[src/rtl/mem_arbiter_if.sv]
// Signal bundle between the two requesters (imem, dmem), the shared memory port and mem_arbiter.
// The slave modport is the arbiter's view; the master modport is the environment's view.
interface mem_arbiter_if;
    logic [31:0] imem_addr;
    logic [3:0]  imem_rmask;
    logic [31:0] imem_rdata;
    logic        imem_resp;

    logic [31:0] dmem_addr;
    logic [3:0]  dmem_rmask;
    logic [3:0]  dmem_wmask;
    logic [31:0] dmem_wdata;
    logic [31:0] dmem_rdata;
    logic        dmem_resp;

    logic [31:0] mem_addr;
    logic [3:0]  mem_rmask;
    logic [3:0]  mem_wmask;
    logic [31:0] mem_wdata;
    logic [31:0] mem_rdata;
    logic        mem_resp;

    modport slave (
        input  imem_addr, imem_rmask, dmem_addr, dmem_rmask, dmem_wmask, dmem_wdata,
        input  mem_rdata, mem_resp,
        output imem_rdata, imem_resp, dmem_rdata, dmem_resp,
        output mem_addr, mem_rmask, mem_wmask, mem_wdata
    );

    modport master (
        output imem_addr, imem_rmask, dmem_addr, dmem_rmask, dmem_wmask, dmem_wdata,
        output mem_rdata, mem_resp,
        input  imem_rdata, imem_resp, dmem_rdata, dmem_resp,
        input  mem_addr, mem_rmask, mem_wmask, mem_wdata
    );
endinterface

[src/rtl/mem_arbiter.sv]
// Two-requester memory arbiter: one pending slot per requester, dmem-first priority with a
// bounded dmem streak so a waiting imem request is never starved.
module mem_arbiter #(
    parameter int DPRIO_MAX = 4
) (
    input  logic         clk,
    input  logic         rst,
    mem_arbiter_if.slave bus,
    output logic         err
);
    localparam int SW = $clog2(DPRIO_MAX + 1);
    localparam logic [SW-1:0] STREAK_MAX = SW'(DPRIO_MAX);

    typedef enum logic [1:0] {
        IDLE   = 2'd0,
        BUSY_I = 2'd1,
        BUSY_D = 2'd2
    } state_t;

    state_t        r_state;
    state_t        w_state_nxt;

    logic          r_i_valid;
    logic [31:0]   r_i_addr;
    logic [3:0]    r_i_rmask;
    logic          r_d_valid;
    logic [31:0]   r_d_addr;
    logic [3:0]    r_d_rmask;
    logic [3:0]    r_d_wmask;
    logic [31:0]   r_d_wdata;

    logic [SW-1:0] r_streak;
    logic [SW-1:0] w_streak_nxt;
    logic          r_err;

    logic [31:0]   r_mem_addr;
    logic [3:0]    r_mem_rmask;
    logic [3:0]    r_mem_wmask;
    logic [31:0]   r_mem_wdata;

    logic          w_resp_i;
    logic          w_resp_d;
    logic          w_i_pulse;
    logic          w_d_pulse;
    logic          w_i_hold;
    logic          w_d_hold;
    logic          w_i_accept;
    logic          w_d_accept;
    logic          w_i_pend;
    logic          w_d_pend;
    logic          w_arb;
    logic          w_grant_i;
    logic          w_grant_d;
    logic          w_err_evt;
    logic [31:0]   w_i_addr_sel;
    logic [3:0]    w_i_rmask_sel;
    logic [31:0]   w_d_addr_sel;
    logic [3:0]    w_d_rmask_sel;
    logic [3:0]    w_d_wmask_sel;
    logic [31:0]   w_d_wdata_sel;

    // FSM state register
    always_ff @(posedge clk or negedge rst) begin
        if (!rst) begin
            r_state <= IDLE;
        end else begin
            r_state <= w_state_nxt;
        end
    end

    // Next-state logic: slot occupancy, arbitration and streak bookkeeping
    always_comb begin
        w_i_pulse  = |bus.imem_rmask;
        w_d_pulse  = (|bus.dmem_rmask) | (|bus.dmem_wmask);
        // A slot being released by this cycle's response may take a new pulse.
        w_i_hold   = r_i_valid & ~w_resp_i;
        w_d_hold   = r_d_valid & ~w_resp_d;
        w_i_accept = w_i_pulse & ~w_i_hold;
        w_d_accept = w_d_pulse & ~w_d_hold;
        w_err_evt  = (w_i_pulse & w_i_hold) | (w_d_pulse & w_d_hold)
                   | ((r_state == IDLE) & bus.mem_resp);
        // Waiting, not in flight.
        w_i_pend   = (w_i_hold & (r_state != BUSY_I)) | w_i_accept;
        w_d_pend   = (w_d_hold & (r_state != BUSY_D)) | w_d_accept;
        w_arb      = (r_state == IDLE) | bus.mem_resp;

        w_i_addr_sel  = w_i_hold ? r_i_addr  : bus.imem_addr;
        w_i_rmask_sel = w_i_hold ? r_i_rmask : bus.imem_rmask;
        w_d_addr_sel  = w_d_hold ? r_d_addr  : bus.dmem_addr;
        w_d_rmask_sel = w_d_hold ? r_d_rmask : bus.dmem_rmask;
        w_d_wmask_sel = w_d_hold ? r_d_wmask : bus.dmem_wmask;
        w_d_wdata_sel = w_d_hold ? r_d_wdata : bus.dmem_wdata;

        w_grant_i = 1'b0;
        w_grant_d = 1'b0;
        if (w_arb) begin
            if (w_i_pend && (!w_d_pend || (r_streak == STREAK_MAX))) begin
                w_grant_i = 1'b1;
            end else if (w_d_pend) begin
                w_grant_d = 1'b1;
            end else begin
                w_grant_i = 1'b0;
            end
        end else begin
            w_grant_d = 1'b0;
        end

        w_state_nxt = r_state;
        if (w_grant_i) begin
            w_state_nxt = BUSY_I;
        end else if (w_grant_d) begin
            w_state_nxt = BUSY_D;
        end else if (w_arb) begin
            w_state_nxt = IDLE;
        end else begin
            w_state_nxt = r_state;
        end

        w_streak_nxt = r_streak;
        if (w_grant_i || !w_i_pend) begin
            w_streak_nxt = {SW{1'b0}};
        end else if (w_grant_d && (r_streak != STREAK_MAX)) begin
            w_streak_nxt = r_streak + SW'(1);
        end else begin
            w_streak_nxt = r_streak;
        end
    end

    // Output logic: response strobes follow mem_resp in the matching busy state
    always_comb begin
        w_resp_i = 1'b0;
        w_resp_d = 1'b0;
        case (r_state)
            BUSY_I:  w_resp_i = bus.mem_resp;
            BUSY_D:  w_resp_d = bus.mem_resp;
            default: begin
                w_resp_i = 1'b0;
                w_resp_d = 1'b0;
            end
        endcase
    end

    assign bus.imem_resp  = w_resp_i;
    assign bus.imem_rdata = w_resp_i ? bus.mem_rdata : 32'd0;
    assign bus.dmem_resp  = w_resp_d;
    assign bus.dmem_rdata = w_resp_d ? bus.mem_rdata : 32'd0;
    assign bus.mem_addr   = r_mem_addr;
    assign bus.mem_rmask  = r_mem_rmask;
    assign bus.mem_wmask  = r_mem_wmask;
    assign bus.mem_wdata  = r_mem_wdata;
    assign err            = r_err;

    // Pending slots, streak counter and sticky error flag
    always_ff @(posedge clk or negedge rst) begin
        if (!rst) begin
            r_i_valid <= 1'b0;
            r_i_addr  <= 32'd0;
            r_i_rmask <= 4'd0;
            r_d_valid <= 1'b0;
            r_d_addr  <= 32'd0;
            r_d_rmask <= 4'd0;
            r_d_wmask <= 4'd0;
            r_d_wdata <= 32'd0;
            r_streak  <= {SW{1'b0}};
            r_err     <= 1'b0;
        end else begin
            r_i_valid <= w_i_hold | w_i_accept;
            r_d_valid <= w_d_hold | w_d_accept;
            if (w_i_accept) begin
                r_i_addr  <= bus.imem_addr;
                r_i_rmask <= bus.imem_rmask;
            end
            if (w_d_accept) begin
                r_d_addr  <= bus.dmem_addr;
                r_d_rmask <= bus.dmem_rmask;
                r_d_wmask <= bus.dmem_wmask;
                r_d_wdata <= bus.dmem_wdata;
            end
            r_streak <= w_streak_nxt;
            r_err    <= r_err | w_err_evt;
        end
    end

    // Memory command register: masks live for the first busy cycle only
    always_ff @(posedge clk or negedge rst) begin
        if (!rst) begin
            r_mem_addr  <= 32'd0;
            r_mem_rmask <= 4'd0;
            r_mem_wmask <= 4'd0;
            r_mem_wdata <= 32'd0;
        end else begin
            r_mem_rmask <= 4'd0;
            r_mem_wmask <= 4'd0;
            if (w_grant_i) begin
                r_mem_addr  <= w_i_addr_sel;
                r_mem_rmask <= w_i_rmask_sel;
                r_mem_wdata <= 32'd0;
            end else if (w_grant_d) begin
                r_mem_addr  <= w_d_addr_sel;
                r_mem_rmask <= w_d_rmask_sel;
                r_mem_wmask <= w_d_wmask_sel;
                r_mem_wdata <= w_d_wdata_sel;
            end
        end
    end
endmodule

[src/flat_wrapper.sv]
// flat-port wrapper written by rule: the top's interface ports become plain ports
module mem_arbiter_flat 
#(
    parameter int DPRIO_MAX = 4
)
  (clk, rst, err, bus_imem_addr, bus_imem_rmask, bus_dmem_addr, bus_dmem_rmask, bus_dmem_wmask, bus_dmem_wdata, bus_mem_rdata, bus_mem_resp, bus_imem_rdata, bus_imem_resp, bus_dmem_rdata, bus_dmem_resp, bus_mem_addr, bus_mem_rmask, bus_mem_wmask, bus_mem_wdata);
  mem_arbiter_if bus_i ();
  input  logic clk;
  input  logic rst;
  output logic err;
  input wire logic [$bits(bus_i.imem_addr)-1:0] bus_imem_addr;
  input wire logic [$bits(bus_i.imem_rmask)-1:0] bus_imem_rmask;
  input wire logic [$bits(bus_i.dmem_addr)-1:0] bus_dmem_addr;
  input wire logic [$bits(bus_i.dmem_rmask)-1:0] bus_dmem_rmask;
  input wire logic [$bits(bus_i.dmem_wmask)-1:0] bus_dmem_wmask;
  input wire logic [$bits(bus_i.dmem_wdata)-1:0] bus_dmem_wdata;
  input wire logic [$bits(bus_i.mem_rdata)-1:0] bus_mem_rdata;
  input wire logic [$bits(bus_i.mem_resp)-1:0] bus_mem_resp;
  output wire logic [$bits(bus_i.imem_rdata)-1:0] bus_imem_rdata;
  output wire logic [$bits(bus_i.imem_resp)-1:0] bus_imem_resp;
  output wire logic [$bits(bus_i.dmem_rdata)-1:0] bus_dmem_rdata;
  output wire logic [$bits(bus_i.dmem_resp)-1:0] bus_dmem_resp;
  output wire logic [$bits(bus_i.mem_addr)-1:0] bus_mem_addr;
  output wire logic [$bits(bus_i.mem_rmask)-1:0] bus_mem_rmask;
  output wire logic [$bits(bus_i.mem_wmask)-1:0] bus_mem_wmask;
  output wire logic [$bits(bus_i.mem_wdata)-1:0] bus_mem_wdata;
  assign bus_i.imem_addr = bus_imem_addr;
  assign bus_i.imem_rmask = bus_imem_rmask;
  assign bus_i.dmem_addr = bus_dmem_addr;
  assign bus_i.dmem_rmask = bus_dmem_rmask;
  assign bus_i.dmem_wmask = bus_dmem_wmask;
  assign bus_i.dmem_wdata = bus_dmem_wdata;
  assign bus_i.mem_rdata = bus_mem_rdata;
  assign bus_i.mem_resp = bus_mem_resp;
  assign bus_imem_rdata = bus_i.imem_rdata;
  assign bus_imem_resp = bus_i.imem_resp;
  assign bus_dmem_rdata = bus_i.dmem_rdata;
  assign bus_dmem_resp = bus_i.dmem_resp;
  assign bus_mem_addr = bus_i.mem_addr;
  assign bus_mem_rmask = bus_i.mem_rmask;
  assign bus_mem_wmask = bus_i.mem_wmask;
  assign bus_mem_wdata = bus_i.mem_wdata;
  mem_arbiter #(.DPRIO_MAX(DPRIO_MAX)) u_core (.clk(clk), .rst(rst), .bus(bus_i), .err(err));
endmodule
[config.mk]
export PLATFORM = sky130hd
export DESIGN_NAME = mem_arbiter_flat
export DESIGN_NICKNAME = d
export VERILOG_FILES = /design/src/rtl/mem_arbiter_if.sv /design/src/rtl/mem_arbiter.sv /design/src/flat_wrapper.sv
export SDC_FILE = /design/constraint.sdc
export NUM_CORES = 1
export LEC_CHECK = 0
export ABC_AREA = 1
export BUFFER_PORTS_ARGS = -buffer_cell sky130_fd_sc_hd__buf_2
export CAP_MARGIN = 20
export CORE_ASPECT_RATIO = 1.1
export CORE_MARGIN = 4
export CORE_UTILIZATION = 47
export CTS_CLUSTER_DIAMETER = 80
export CTS_CLUSTER_SIZE = 40
export DETAILED_ROUTE_END_ITERATION = 10
export GPL_TIMING_DRIVEN = 1
export PLACE_DENSITY = 0.78
export SETUP_SLACK_MARGIN = 0.1
export SYNTH_ARGS = -nofsm -noshare
export SYNTH_HDL_FRONTEND = slang
export SYNTH_SLANG_ARGS = --single-unit
[constraint.sdc]
create_clock -name clk -period 1.65 [get_ports clk]
set_clock_uncertainty 0.1 [all_clocks]
set_input_delay 0.4125 -clock clk [delete_from_list [all_inputs] [get_ports clk]]
set_output_delay 0.4125 -clock clk [all_outputs]
set_load 0.1 [all_outputs]
==> results.cfg, run 1 <==
[run_status]
status = finished with violations
failed_checks = negative setup slack

[synthesis]
avgSynthCellArea_um2 = 7.317
ys_ff_latch = 188
yosysWarnings = 0
synth_edf_count = 0
postSynthCellCount = 1307
yosys.area.top_type = dfrtp_1
ys_seq_area_share_pct = 49.20
synth_top_area_share_pct = 49.20
synth_cell_types = 26
synthFlopType = dfrtp_1
synth_area_um2 = 9563
async_flop_share_pct = 100.0
netlist_top_cells_area = dfrtp_1 49%, nand2_1 17%, o21ai_0 8.8%
yosysMostFrequentCell = nand2_1
yosys-top-cells-count = 440 x nand2_1, 188 x dfrtp_1, 169 x o21ai_0, 166 x inv_1, 107 x nand3_1
syn-num-nets = 1452

[placement]
placed_cells = 1826
io_buffers = 281
placed_area_um2 = 13290
hpwlAfterDp_mm = 21.81
place_congestion = 0.9078
dp_slack_ns = -0.4070

[critical_path]
endpoint_kind = flip-flop
startpoint_type = flip-flop
crit_arrival_ns = 2.47
crit_required_ns = 1.90
critPathKind = flip-flop to flip-flop
critPathMaxFanout = 4

[hold_path]
holdCritPathClass = input port to flip-flop

[die]
ios = 282
die_h_um = 157.6
fp.dieW_um = 144.0
core_area_um2 = 19930
die-area_um2 = 22700
start_util_pct = 47.98
row_count = 54

[grt]
grt_pass1_wl_mm = 67.65
grt-ovfl-total = 0
grt_max_degree = 66
antenna_found_initial = 4
grt_pass1_vias = 12050
grt_use_total_pct = 39.06

[routing]
routed_wl_mm = 46.37
final_antenna_net_count = 0
detailroute.via_count = 11720
routedWlPerCell_um = 23.62
dr.pass1.iters = 6
first_iter_violations = 1302
drc = 0
routed_via_density = 5.968

[sta]
fin_ws_ns = -0.5686
whs_ns = 0.08787
rsz0062_at_grt = yes
fmax_ghz = 0.4507
tightestPinTransition_ns = 0.5260
period_needed_ns = 2.219
finalCritPeriodShare_pct = 134.5
slew_violations = 0
max_slew_margin_pct = 64.56
final-hold-violation-count = 0
setup_violations = 255

[cells_and_area]
drive_above_1_share_pct = 37.68
nNetsFinal = 1841
final_cells = 1963
syn_to_final_growth_pct = 79.55
final_util_pct = 86.15
fin_area_um2 = 17170

[clock_tree]
cts_root_buf = clkbuf_16
cts_tree = yes
clock_latency_ns = 0.45
cts.clk_slew.worst_paths_ns = 0.10
ctsHtreeMaxLevel = 4
clkSinkCount = 188
cts.path.max_buffers = 2
numCtsBuffers = 17

[pwr]
p_per_area_nw_per_um2 = 2331
ir_drop_mv = 1.823
leakage_nw = 8.441

[flow_run]
drv_cap = 0
metal layers:
metal / vias to the layer above / GRT usage (%) / part of all wire (%)
li1: 4884 / - / -
met1: 5548 / 42.49 / 32
met2: 968 / 68.12 / 51
met3: 312 / 8.459 / 9.2
met4: 4 / 25.87 / 8.2
met5: - / 0 / 0.050
final cells by class:
cell class	instances	area, um2
antenna	2	5.005
clock buffer	17	425.4
clock inverter	15	130.1
fill	849	2761
inverter	173	704.4
multi-input combinational	860	4752
sequential	188	4706
tap	252	315.3
timing repair buffer	452	6067
timing repair inverter	4	65.06
critical path, cell delays in order, from the launching register on:
cell     delay, ns
dfrtp_2       0.40
buf_4         0.13
nand3_4       0.11
buf_4         0.16
buf_6         0.12
nand2_8       0.07
nand2_4       0.07
nand3_4       0.11
nand3_4       0.13
buf_6         0.17
buf_12        0.14
buf_16        0.14
o22ai_4       0.26
per-stage QoR:
stage	setup TNS (ns)	power, mW
after floorplan	-25.68	21.50
after global placement	-38.39	25.87
after detailed placement	-46.93	26.38
after CTS	-72.58	37.46
after global routing	-98.51	41.47
final	-85.76	40.03
flip-flops by register name, indices dropped and copies added, names as in the netlist, 2 cells and up:
register              flops
u_core.r_streak           3
u_core.r_d_wmask          4
u_core.r_d_addr          32
u_core.bus.mem_rmask      4
u_core.r_state            2
u_core.r_d_wdata         32
u_core.r_i_addr          32
u_core.bus.mem_wdata     32
u_core.r_d_rmask          4
u_core.r_i_rmask          4
u_core.bus.mem_addr      32
u_core.bus.mem_wmask      4
logic make-up after synthesis:
logic type | Yosys count | share of synthesized area [%]
flops | 188 | 49.20
buf+inv | 259 | 10.79
simple gates | 675 | 29.92
xor+xnor | 1 | 0.09160
fa+ha+maj | 2 | 0.2616
compound gates | 182 | 9.734
cell usage in the layout (no fill, tap or decap), types with 2 or more instances in the layout:
cell        instances
inv_12              7
o22ai_4             3
nand3b_1           22
buf_16             35
nor2_1              6
buf_4              64
nand2_8             5
nand3_2            31
o21ai_1            35
buf_12            161
clkbuf_16          18
nand2_2            18
a21oi_2             4
inv_6               2
inv_8               6
nand4_1            26
nor2_4             63
nand2_1           419
ha_1                2
buf_6              34
clkinv_4            3
o21ai_2             8
bufbuf_16           3
diode_2             2
buf_8              11
o21ai_0           127
nand2_4             4
buf_2             141
nand3_4             6
inv_1             164
clkinv_2            3
dfrtp_1           187
inv_2               2
o21ai_4             2
nand3_1            73
clkinvlp_4          4
worst paths after layout:
check	startpoint	to	slack [ns]	cells past startpoint
worst max register to register	u_core.r_state[1]$_DFFE_PN0P_	u_core.bus.mem_rmask[2]$_DFF_PN0_	-0.57	12
min in group asynchronous	rst	u_core.r_d_addr[17]$_DFFE_PN0P_	0.41	2
worst min register to register	u_core.r_d_addr[14]$_DFFE_PN0P_	u_core.r_d_addr[14]$_DFFE_PN0P_	0.39	2
worst max-delay path	u_core.r_state[1]$_DFFE_PN0P_	u_core.bus.mem_rmask[2]$_DFF_PN0_	-0.57	12
max in group asynchronous	rst	u_core.bus.mem_wmask[3]$_DFF_PN0_	0.46	3
worst min-delay path	bus_dmem_wdata[22]	u_core.r_d_wdata[22]$_DFFE_PN0P_	0.09	3
what timing repair did:
action / in CTS / in global routing
gates resized for setup: 433 / 66
setup buffers: 57 / 9
pin swaps: 31 / 22
hold endpoints to repair: 37 / 0
hold buffers: 1 / 0
cloned: 38 / 1
setup endpoints to repair: 302 / 325
report_power, final:
| group | leakage [nW] | switching (mW) | internal, mW | total (mW) |
|---|---|---|---|---|
| clock | 0.273 | 2.12 | 1.99 | 4.11 |
| combinational | 5.84 | 17.1 | 10.4 | 27.5 |
| sequential | 2.32 | 1.63 | 6.77 | 8.40 |
| total | 8.44 | 20.8 | 19.2 | 40.0 |
No activity file was read; power rests on OpenSTA's default activity.
==> run 2, diff against run 1 <==
- clock period: 1.65 -> 1.9 ns (I/O delays scaled with it)
==> run 2 against run 1 <==
The flow still finishes with violations (negative setup slack). Critical path depth is 1 higher. Worst hold slack better by 0.062 ns. Final cell count is 4.6% lower. Non-clock buffer count is 86 lower. Count of clock-buffer cells in the layout stayed put. Global-route usage is 12 points lower. Clock power is 12% lower. Routed wire length is 32% lower. Cell area is 16% lower. Sequential cell count stayed put. Sequential share of layout area is 5.3 points higher. Largest cell class is now sequential cells. Largest power group unchanged.
==> results.cfg, run 2 (synthesis gave the netlist of run 1 again) <==
[sta]
fmax_ghz = 0.4466
max_slew_margin_pct = 65.63
setup_violations = 209
whs_ns = 0.1499
setup_tns_ns = -35.66
slew_violations = 0
finalCritPeriodShare_pct = 117.8
rsz0062_at_grt = yes
tightestPinTransition_ns = 0.5191
period_needed_ns = 2.239
final-hold-violation-count = 0
fin_ws_ns = -0.3391

[routing]
final_antenna_net_count = 0
first_iter_violations = 688
routed_wl_mm = 31.32
detailroute.via_count = 9781
routed_via_density = 5.222
dr.pass1.iters = 6
routedWlPerCell_um = 16.72
drc = 0

[critical_path]
endpoint_kind = flip-flop
reg2regPathDepth = 13
crit_required_ns = 2.13
startpoint_type = flip-flop
reg2reg_slack_ns = -0.34
r2r_end = u_core.r_streak[2]$_DFFE_PN0P_
crit_arrival_ns = 2.47
critPathKind = flip-flop to flip-flop
critPathMaxFanout = 13
rr_startpoint = u_core.r_state[0]$_DFFE_PN0P_

[grt]
grt_use_total_pct = 27.01
antenna_found_initial = 3
grt-ovfl-total = 0
grt_pass1_vias = 9396
grt_pass1_wl_mm = 48.55
grt_max_degree = 85

[die]
row_count = 54
fp.dieW_um = 144.0
start_util_pct = 47.98
ios = 282
core_area_um2 = 19930
die-area_um2 = 22700
die_h_um = 157.6

[clock_tree]
clkSinkCount = 188
cts.clk_slew.worst_paths_ns = 0.09
numCtsBuffers = 17
clock_latency_ns = 0.44
cts_root_buf = clkbuf_16
ctsHtreeMaxLevel = 4
cts_tree = yes
cts.path.max_buffers = 2

[cells_and_area]
drive_above_1_share_pct = 30.20
layout_commonest_cell = nand2_1
nNetsFinal = 1751
final_util_pct = 72.16
final_cell_mix = 437 x nand2_1, 187 x dfrtp_1, 165 x o21ai_0
fill_cells = 1454
syn_to_final_growth_pct = 50.40

[placement]
place_congestion = 0.8904
hpwlAfterDp_mm = 21.21
dp_slack_ns = -0.2562
io_buffers = 281

[hold_path]
holdPathStages = 3
holdCritStartpoint = bus_dmem_wdata[16]
holdCritPathClass = input port to flip-flop
hold_end = u_core.r_d_wdata[16]$_DFFE_PN0P_

[pwr]
leakage_nw = 7.346
ir_drop_mv = 1.511
p_per_area_nw_per_um2 = 1922

[run_status]
failed_checks = negative setup slack
status = finished with violations

[flow_run]
drv_cap = 0
-- run 2: cell types whose count changed in the layout (fill, tap and decap cells not counted), moves of 15 or more --
cell | before | now
o21ai_0 | 127 | 165
o21ai_1 | 35 | 5
nand2_1 | 419 | 437
buf_2 | 141 | 156
nand3_1 | 73 | 106
buf_6 | 34 | 14
buf_12 | 161 | 87
nand3_2 | 31 | 1
buf_4 | 64 | 97
buf_16 | 35 | 5
-- run 2: how the worst max path moves through the flow --
stage | slack, ns | to | start
2_1_floorplan | -0.18 | bus_dmem_rdata[10] | u_core.r_state[0]$_DFFE_PN0P_
3_3_place_gp | -0.15 | u_core.bus.mem_wdata[0]$_DFFE_PN0P_ | bus_mem_resp
3_5_place_dp | -0.26 | u_core.bus.mem_wdata[30]$_DFFE_PN0P_ | bus_dmem_rmask[3]
4_1_cts | -0.33 | bus_imem_resp | u_core.r_state[0]$_DFFE_PN0P_
5_1_grt | -0.42 | u_core.r_streak[2]$_DFFE_PN0P_ | u_core.r_state[0]$_DFFE_PN0P_
6_report | -0.34 | u_core.r_streak[2]$_DFFE_PN0P_ | u_core.r_state[0]$_DFFE_PN0P_
-- run 2: critical path, stage by stage, from the launching register on --
cell     delay [ns]
dfrtp_1        0.39
buf_6          0.14
nand3_4        0.17
buf_4          0.19
buf_6          0.11
nand2_4        0.10
nand2_4        0.07
nand2_4        0.08
buf_4          0.15
buf_12         0.15
nand2_1        0.12
nand2_2        0.11
xor2_2         0.16
nor2_1         0.07
-- run 2: repair_timing --
item,in CTS,in global routing
setup buffers,11,3
hold buffers,1,0
hold endpoints to repair,33,0
pin swaps,5,2
endpoints found under the setup margin,173,233
cloned,7,3
gates resized for setup,92,12
-- run 2: per-stage QoR --
| stage | cells | area (um2) | power (mW) |
|---|---|---|---|
| floorplan | 1307 | 10150 | 18.63 |
| global placement | 1814 | 13100 | 22.24 |
| detailed placement | 1814 | 13100 | 22.63 |
| CTS | 1865 | 14230 | 27.41 |
| global route | 1872 | 14380 | 29.19 |
| finish | 1873 | 14380 | 27.65 |
-- run 2: layer usage --
layer / up-vias / track usage, % / part of all wire, %
li1: 4685 / - / -
met1: 4545 / 34.09 / 39
met2: 475 / 45.85 / 50
met3: 72 / 5.831 / 7.7
met4: 4 / 9.686 / 3.2
met5: - / 0 / 0.067
-- run 2: layout make-up --
| cell class | count | area [um2] | area share (%) |
|---|---|---|---|
| Antenna cell | 2 | 5.005 | 0.03480 |
| Clock buffer | 17 | 425.4 | 2.958 |
| Clock inverter | 15 | 170.2 | 1.183 |
| Inverter | 173 | 674.4 | 4.689 |
| Multi-Input combinational cell | 860 | 4377 | 30.43 |
| Sequential cell | 188 | 4706 | 32.72 |
| Tap cell | 252 | 315.3 | 2.192 |
| Timing Repair Buffer | 366 | 3710 | 25.79 |
-- run 2: power by group --
group	leakage [nW]	internal, mW	total (mW)	switching [mW]
Sequential	2.32	5.87	6.71	0.840
Combinational	4.73	5.07	17.3	12.3
Clock	0.293	1.78	3.60	1.82
Total	7.35	12.7	27.6	14.9
==> run 3, diff against run 2 <==
- ABC_AREA: 1 -> unset
- CORE_UTILIZATION: 47 -> 46
- PLACE_DENSITY: 0.78 -> 0.77
==> run 3 against run 2 <==
The flow still finishes with violations (negative setup slack). Global-route usage up 3.3 points. Clock power down 2%. Routed wire length up 7.4%. Worst hold slack worse by 0.014 ns. Synthesized cell count down 25%. Cell area up 3.7%. Worst setup slack worse by 0.065 ns. Non-clock buffer count up 48. Via count down 6.8%. Critical endpoint is now bus_dmem_rdata[25]. Largest cell class is now multi-input gates. Largest power group unchanged.
==> results.cfg, run 3 <==
[synthesis]
ys_seq_area_share_pct = 52.80
ys_ff_latch = 188
postSynthCellCount = 976
yosysMostFrequentCell = nand2_1
yosys-top-cells-count = 359 x nand2_1, 188 x dfrtp_1, 67 x and2_1, 61 x mux2i_1, 42 x nor2_1
synth_area_um2 = 8910
syn-num-nets = 1121
yosysWarnings = 0
synth_cell_types = 38
avgSynthCellArea_um2 = 9.129
synth_top_area_share_pct = 52.80
async_flop_share_pct = 100.0
yosys.area.top_type = dfrtp_1
netlist_top_cells_area = dfrtp_1 53%, nand2_1 15%, mux2i_1 6.9%
synthFlopType = dfrtp_1
synth_edf_count = 0

[die]
core_area_um2 = 19100
die-area_um2 = 21660
die_h_um = 154.0
fp.dieW_um = 140.7
ios = 282
row_count = 53
start_util_pct = 46.65

[routing]
routed_via_density = 5.687
routedWlPerCell_um = 20.99
first_iter_violations = 871
detailroute.via_count = 9117
dr.pass1.iters = 6
final_antenna_net_count = 0
drc = 0
routed_wl_mm = 33.64

[grt]
grt-ovfl-total = 0
grt_use_total_pct = 30.35
grt_pass1_vias = 9333
antenna_found_initial = 3
grt_max_degree = 65
grt_pass1_wl_mm = 51.96

[sta]
max_slew_margin_pct = 66.32
finalCritPeriodShare_pct = 121.2
fin_ws_ns = -0.4036
final-hold-violation-count = 0
period_needed_ns = 2.304
setup_violations = 213
slew_violations = 0
tightestPinTransition_ns = 0.5088
rsz0062_at_grt = yes
fmax_ghz = 0.4341

[placement]
dp_slack_ns = -0.2949
io_buffers = 281
hpwlAfterDp_mm = 19.46
placed_area_um2 = 12440
place_congestion = 0.8369
placed_cells = 1514

[critical_path]
reg2reg_slack_ns = -0.40
critPathKind = flip-flop to output port
critPathMaxFanout = 20
r2r_end = u_core.r_d_addr[13]$_DFFE_PN0P_
endpoint_kind = output port
reg2regPathDepth = 10
cp_slowest_stage_delay_ns = 0.43
crit_start = u_core.r_state[0]$_DFFE_PN0P_
crit_arrival_ns = 1.73
startpoint_type = flip-flop
rr_startpoint = u_core.r_state[0]$_DFFE_PN0P_
crit_slowest_cell = dfrtp_1
crit_required_ns = 1.32
cpMostUsedCell = buf_12
critical_path.cell_chain = nand3b_1, inv_2, buf_12, and2_4, buf_12

[cells_and_area]
final_cells = 1603
nNetsFinal = 1487
final_cell_mix = 326 x nand2_1, 188 x dfrtp_1, 151 x buf_2
fin_area_um2 = 14920
drive_above_1_share_pct = 48.49
syn_to_final_growth_pct = 67.42
layout_commonest_cell = nand2_1

[pwr]
power_mw = 31.16
leakage_nw = 7.302
p_per_area_nw_per_um2 = 2089
ir_drop_mv = 1.692

[clock_tree]
cts.clk_slew.worst_paths_ns = 0.08
clkSinkCount = 188
ctsHtreeMaxLevel = 4
clock_latency_ns = 0.44
cts.path.max_buffers = 2
cts_tree = yes
numCtsBuffers = 17
cts_root_buf = clkbuf_16

[hold_path]
holdCritStartpoint = bus_imem_addr[15]
holdPathStages = 3
holdCritPathClass = input port to flip-flop
hold_end = u_core.r_i_addr[15]$_DFFE_PN0P_

[run_status]
status = finished with violations
failed_checks = negative setup slack

[flow_run]
drv_cap = 0
## run 3: changes by cell type in the layout (fill, tap and decap cells not counted), moves of 22 or more
cell	delta
and2_4	+64
nor2_4	-62
o21ai_2	+29
nand4_1	-25
inv_1	-160
nand2_1	-111
o22ai_2	+22
mux2i_1	+60
a22o_1	+29
nor2_1	+34
nand3_1	-103
o21ai_0	-164
## run 3: report_power, final
group / internal, mW / switching (mW)
combinational: 7.60 / 12.8
clock: 1.75 / 1.76
sequential: 5.90 / 1.31
total: 15.2 / 15.9
## run 3: worst max-delay path by stage
stage                                          end  depth (start not counted)
2_1_floorplan                   bus_imem_rdata[22]                          4
3_3_place_gp   u_core.bus.mem_addr[28]$_DFFE_PN0P_                          7
3_5_place_dp   u_core.bus.mem_addr[31]$_DFFE_PN0P_                          7
4_1_cts                         bus_imem_rdata[22]                          6
5_1_grt            u_core.r_d_addr[13]$_DFFE_PN0P_                         10
6_report                        bus_dmem_rdata[25]                          5
## run 3: stage by stage
step	util [%]	setup TNS, ns	hold slack, ns
6_report	78.11	-64.72	0.1362
5_1_grt	78.11	-72.89	0.1322
4_1_cts	77.59	-51.77	0.1229
3_5_place_dp	65.13	-39.36	0.2479
3_3_place_gp	65.13	-33.87	0.2476
2_1_floorplan	-	-0.03919	0.07941
## run 3: area by class of cell
class,count,area [um2]
diodes,1,2.502
clock buffers,17,425.4
clock inverters,15,145.1
fillers,1037,4182
inverters,6,22.52
multi-input cells,715,4791
flip-flops and latches,188,4705
well taps,247,309.0
repair buffers,414,4517
## run 3: cells by family (layout without fill, tap and decap cells)
kind of cell | count (synthesis) | count (layout) | share of synthesized area [%]
adders and majority gates | 2 | 2 | 0.2808
AOI/OAI and AO/OA | 156 | 156 | 12.06
DFF | 188 | 188 | 52.80
buffers and inverters | 73 | 452 | 3.623
muxes | 72 | 72 | 8.243
other | 0 | 1 | 0
and+or+nand+nor | 485 | 485 | 22.99
## run 3: timing repair
item / CTS / global route
resized for setup: 264 / 15
hold endpoints to repair: 13 / 0
endpoints found under the setup margin: 261 / 259
hold buffers: 1 / 0
cloned: 25 / 0
setup buffers: 33 / 2
pin swaps: 108 / 4
## run 3: layer usage
| metal | vias up | global-route usage, % | part of all wire (%) |
|---|---|---|---|
| met5 | - | 0 | 0.077 |
| met4 | 4 | 13.52 | 4.4 |
| met3 | 128 | 7.869 | 9.8 |
| met2 | 582 | 51.44 | 49 |
| met1 | 4387 | 36.35 | 36 |
| li1 | 4016 | - | - |
## run 3: critical path: cells and delay by family, from the launching register on
family                 cells  cell delay [ns]
flip-flops                 1             0.43
AND/OR/NAND/NOR            2             0.40
buffers and inverters      3             0.46
